File: src/rtl/fpu_operand_loader.sv
// rtl/fpu_operand_loader.sv - byte stream to six-operand FP frame loader with double buffering
module fpu_operand_loader #(
    parameter int NUM_OPS  = 6,
    parameter int OP_WIDTH = 32
) (
    input  logic                        clk,
    input  logic                        rst_n,
    input  logic [7:0]                  byte_in,
    input  logic                        byte_valid,
    input  logic                        byte_sof,
    output logic                        byte_ready,
    output logic [NUM_OPS*OP_WIDTH-1:0] ops_out,
    output logic [NUM_OPS-1:0]          special_flags,
    output logic                        ops_valid,
    input  logic                        ops_ready,
    output logic                        frame_err
);

    localparam int FRAME_W     = NUM_OPS * OP_WIDTH;
    localparam int FRAME_BYTES = FRAME_W / 8;
    localparam int IDX_W       = $clog2(FRAME_BYTES);
    localparam logic [IDX_W-1:0] LAST_IDX = IDX_W'(FRAME_BYTES - 1);

    typedef enum logic [1:0] {
        S_IDLE    = 2'd0,
        S_COLLECT = 2'd1,
        S_FULL    = 2'd2
    } state_t;

    state_t               state_q;
    logic [IDX_W-1:0]     byte_idx_q;
    logic [FRAME_W-1:0]   asm_q;
    logic [FRAME_W-1:0]   asm_d;
    logic [FRAME_W-1:0]   ops_q;
    logic [NUM_OPS-1:0]   flags_q;
    logic [NUM_OPS-1:0]   flags_d;
    logic                 valid_q;
    logic                 frame_err_q;

    logic                 accept;
    logic                 early_sof;
    logic                 last_byte;
    logic                 slot_free;
    logic                 load_out;
    logic [IDX_W-1:0]     wr_idx;
    logic [7:0]           exp_f;
    logic [22:0]          mant_f;

    assign byte_ready    = (state_q != S_FULL);
    assign ops_out       = ops_q;
    assign special_flags = flags_q;
    assign ops_valid     = valid_q;
    assign frame_err     = frame_err_q;

    always_comb begin
        accept    = byte_valid && byte_ready;
        early_sof = accept && byte_sof && (byte_idx_q != '0);
        // An early sof restarts the frame: its byte lands in slot 0.
        wr_idx    = early_sof ? '0 : byte_idx_q;
        last_byte = accept && !early_sof && (byte_idx_q == LAST_IDX);
        slot_free = !valid_q || ops_ready;
        load_out  = slot_free && (last_byte || (state_q == S_FULL));

        asm_d = asm_q;
        if (accept) begin
            asm_d[{wr_idx, 3'b000} +: 8] = byte_in;
        end

        flags_d = '0;
        exp_f   = '0;
        mant_f  = '0;
        for (int k = 0; k < NUM_OPS; k++) begin
            exp_f      = asm_d[k*OP_WIDTH + 23 +: 8];
            mant_f     = asm_d[k*OP_WIDTH +: 23];
            flags_d[k] = (exp_f == 8'hFF) || ((exp_f == 8'h00) && (mant_f != '0));
        end
    end

    always_ff @(posedge clk or negedge rst_n) begin
        if (!rst_n) begin
            state_q     <= S_IDLE;
            byte_idx_q  <= '0;
            asm_q       <= '0;
            ops_q       <= '0;
            flags_q     <= '0;
            valid_q     <= 1'b0;
            frame_err_q <= 1'b0;
        end else begin
            asm_q       <= asm_d;
            frame_err_q <= early_sof;

            if (accept) begin
                byte_idx_q <= last_byte ? '0 : wr_idx + 1'b1;
            end

            case (state_q)
                S_IDLE: begin
                    if (accept) state_q <= S_COLLECT;
                end
                S_COLLECT: begin
                    if (last_byte) state_q <= slot_free ? S_IDLE : S_FULL;
                end
                S_FULL: begin
                    if (slot_free) state_q <= S_IDLE;
                end
                default: state_q <= S_IDLE;
            endcase

            // A transfer on the consuming edge keeps valid high with no bubble.
            if (load_out) begin
                ops_q   <= asm_d;
                flags_q <= flags_d;
                valid_q <= 1'b1;
            end else if (ops_ready) begin
                valid_q <= 1'b0;
            end
        end
    end

endmodule

File: config.mk
export PLATFORM = sky130hd
export DESIGN_NAME = fpu_operand_loader
export DESIGN_NICKNAME = d
export VERILOG_FILES = /design/src/rtl/fpu_operand_loader.sv
export SDC_FILE = /design/constraint.sdc
export NUM_CORES = 1
export LEC_CHECK = 0
export ABC_AREA = 1
export CAP_MARGIN = 20
export CORE_ASPECT_RATIO = 1.25
export CORE_MARGIN = 2
export CORE_UTILIZATION = 53
export CTS_CLUSTER_SIZE = 28
export DETAILED_ROUTE_END_ITERATION = 10
export DONT_BUFFER_PORTS = 1
export PLACE_DENSITY_LB_ADDON = 0.25
export SYNTH_ARGS = -nofsm -noshare
export SYNTH_HDL_FRONTEND = slang
export SYNTH_SLANG_ARGS = --single-unit
File: constraint.sdc
create_clock -name clk -period 4 [get_ports clk]
set_input_delay 0 -clock clk [delete_from_list [all_inputs] [get_ports clk]]
set_output_delay 0 -clock clk [all_outputs]
set_load 0.005 [all_outputs]
==> flow_summary.yaml <==
clocking:
  path_clk_slew_ns: 0.06
  cts_tree: "done"
  clock_sinks: 399
  numCtsBuffers: 39
  cts_root_buffer: "clkbuf_16"
  clock_path_buffers: 3
  hold_buffers: 11
  cts.htree.levels: 2
  clock_latency_ns: 0.54
placement:
  dp.cells: 2413
  place_congestion: 0.943
  hpwl_um: 35100
  portBuffers: 0
  post_dp_cell_area_sq_um: 17800
critical_path:
  start_kind: "flip-flop"
  path_class: "flip-flop to flip-flop"
  cpMaxStageDelayCell: "dfrtp_1"
  r2r-start: "byte_idx_q[1]$_DFFE_PN0N_"
  path_max_fanout: 18
  cp_data_arrival_time_ns: 4.17
  max_stage_delay_ns: 0.48
  crit_buf_inv: 2
  reg2reg_to: "special_flags[3]$_DFFE_PN0P_"
  rr_worst_depth: 18
  crit_family: "simple AND/OR/NAND/NOR gates"
  critPathRequiredTime_ns: 4.44
  worstPathCellList: "nor2_1 -> nand3_1 -> nand2_2 -> nand2_2 -> ha_1 -> nand3b_1 -> nand2_4 -> inv_2 -> buf_4 -> nor2_1 -> nand3_4 -> nand2_1 -> o21ai_2 -> nor2_1 -> nand2_1 -> nor2_2 -> nand2_1 -> a21oi_1"
  r2r_setup_slack_ns: 0.28
  end_kind: "flip-flop"
status:
  outcome: "finished with violations"
  failed_checks: "hold timing, slew limit"
synthesis:
  synthCells: 2029
  synth_edf_count: 0
  synth_async_sr_flop_share_pct: 100
  yosysWarnings: 0
  synth-main-ff-cell: "dfrtp_1"
  synth_area_sq_um: 17300
  yosysUniqueCellTypes: 37
  synth_fp_nets: 2047
  yosysSeqAreaShare_pct: 57.7
  ys_seq_elements: 399
  syn_area_per_cell_sq_um: 8.53
floorplan:
  core_sq_um: 32400
  die_y_um: 206
  num_io_pins: 214
  die-width_um: 166
  num_rows: 74
  initial_core_util_pct: 53.4
  die_area_sq_um: 34100
timing:
  holdWs_ns: -0.828
  finalHoldViolations: 399
  setup_violations: 0
  finalSetupTns_ns: 0
  max_freq_ghz: 0.269
  min_period_over_period_pct: 93.0
  tightest_slew_ns: 1.86
  rsz0062_at_grt: "no"
  maxSlewViolCount: 186
  fin_crit_ns: 3.72
  fin_skew_ns: 0.0203
  slew_headroom_pct: -23.7
power:
  p_leak_uw: 0.00977
  irDropWorstVdd_uv: 383
  p_per_area_nw_per_um2: 663
flow_run:
  max_cap_violations: 0
drt:
  first_pass_iters: 5
  via_per_inst: 5.49
  antenna_left: 0
  totalWireLength_um: 49500
  via_count: 13700
  wl_per_cell_um: 19.9
  drc: 0
  drtIter0Drc: 1273
global_route:
  grt-ovfl-total: 0
  grt_pass1_wl_um: 76600
  grt_pass1_vias: 13500
  grt_max_degree: 400
  antenna_found_initial: 1
  grt_usage_pct: 29.0
finish:
  fillers: 2909
  syn_to_final_growth_pct: 10.8
  layout-drive-gt1-share_pct: 9.31
  stdcell_area_sq_um: 19200
  layout.cells.non_filler: 2491
  nNetsFinal: 2065
worst_hold_path:
  worst_hold_path_type: "primary input to async pin"
cells in the final DEF, fill, tap and decap left out, drive strengths merged:
| master | n |
|---|---|
| o21ai | 144 |
| dlygate4sd3 | 11 |
| nor2 | 269 |
| clkbuf | 55 |
| o31ai | 4 |
| nand3b | 3 |
| diode | 1 |
| o311ai | 2 |
| nand4 | 11 |
| a31oi | 79 |
| bufinv | 3 |
| inv | 167 |
| buf | 43 |
| nor3 | 10 |
| clkinv | 4 |
| a211oi | 1 |
| dfrtp | 399 |
| nor4 | 1 |
| o21bai | 1 |
| xor2 | 3 |
| o22ai | 3 |
| a21oi | 14 |
| clkinvlp | 3 |
| o21a | 2 |
| nand2 | 729 |
| ha | 5 |
| nand3 | 106 |
cell usage after synthesis, types with 2 or more instances:
cell type / instances / area share, %
o311ai_2: 2 / 0.19
o31ai_1: 3 / 0.13
o21a_1: 2 / 0.087
buf_2: 34 / 0.98
buf_4: 6 / 0.26
o21ai_0: 87 / 2.5
a31oi_1: 79 / 2.9
buf_6: 7 / 0.46
nor2_1: 242 / 5.2
nor2_2: 18 / 0.65
nand4_1: 11 / 0.40
nand2_1: 701 / 15
nor2_4: 6 / 0.39
nand3b_1: 3 / 0.13
ha_1: 5 / 0.36
a21oi_1: 14 / 0.40
o21ai_2: 7 / 0.35
nor2_8: 3 / 0.35
dfrtp_1: 399 / 58
nand3_4: 5 / 0.51
nand3_2: 3 / 0.17
nand2_4: 10 / 0.65
nand2_2: 18 / 0.65
clkbuf_1: 29 / 0.63
inv_2: 8 / 0.17
nor3_1: 10 / 0.29
inv_1: 157 / 3.4
o22ai_1: 3 / 0.11
xor2_1: 3 / 0.15
nand3_1: 98 / 2.8
o21ai_1: 50 / 1.4
cell type report:
cell class | count | area, sq um | area share, %
clock inverter | 11 | 141 | 0.737
tap | 418 | 523 | 2.73
inverter | 166 | 628 | 3.28
clock buffer | 55 | 1120 | 5.82
timing repair buffer | 54 | 458 | 2.39
antenna | 1 | 2.50 | 0.0130
sequential | 399 | 9990 | 52.1
multi-input combinational | 1387 | 6320 | 33.0
flip-flops by register name (all words and copies together) (netlist names):
register,count
ops_valid,1
frame_err,1
asm_q,192
ops_out,192
byte_idx_q,5
special_flags,6
state_q,2
layer usage:
| metal | wire length, um | part of all wire, % | GRT usage [%] | vias up |
|---|---|---|---|---|
| li1 | - | - | - | 6484 |
| met1 | 19500 | 39 | 36.1 | 6597 |
| met2 | 23500 | 48 | 48.0 | 476 |
| met3 | 4240 | 8.6 | 7.97 | 120 |
| met4 | 2210 | 4.5 | 12.7 | 0 |
| met5 | 0 | 0 | 0 | - |
power breakdown:
| group | internal, uW | leakage (uW) | total, uW | switching [uW] |
|---|---|---|---|---|
| Clock | 2140 | 0.000611 | 3680 | 1540 |
| Sequential | 4870 | 0.00512 | 5310 | 440 |
| Combinational | 1070 | 0.00404 | 3720 | 2650 |
per-stage QoR:
stage	total power, uW	hold slack (ns)	setup WS [ns]	util [%]
detailed placement	9010	-0.283	0.223	54.9
floorplan	7810	-0.296	1.07	-
global placement	8890	-0.282	0.323	54.9
CTS	12700	-0.852	0.157	59.1
global route	13400	-0.843	0.0118	59.2
finish	12700	-0.828	0.279	59.2
logic make-up after synthesis:
group	after synthesis	synth area share [%]
fa+ha+maj	5	0.361
simple gates	1129	27.5
compound gates	250	8.30
buf+inv	243	5.96
flops	399	57.7
xor+xnor	3	0.152
worst max path at each step:
stage	startpoint	cells after the start	endpoint	slack, ns
finish	byte_idx_q[1]$_DFFE_PN0N_	18	special_flags[3]$_DFFE_PN0P_	0.28
detailed placement	byte_idx_q[0]$_DFFE_PN0N_	20	special_flags[3]$_DFFE_PN0P_	0.22
CTS	byte_idx_q[0]$_DFFE_PN0N_	20	special_flags[3]$_DFFE_PN0P_	0.16
global placement	byte_idx_q[0]$_DFFE_PN0N_	21	special_flags[5]$_DFFE_PN0P_	0.32
floorplan	byte_idx_q[2]$_DFFE_PN0N_	24	special_flags[3]$_DFFE_PN0P_	1.07
global route	state_q[1]$_DFFE_PN0P_	21	special_flags[5]$_DFFE_PN0P_	0.01
what timing repair did:
item	in CTS	in global routing
endpoints found under the setup margin	0	5
buffers inserted	0	0
endpoints found under the hold margin	569	399
resized for setup	0	9
(Power assumes the default switching activity.)
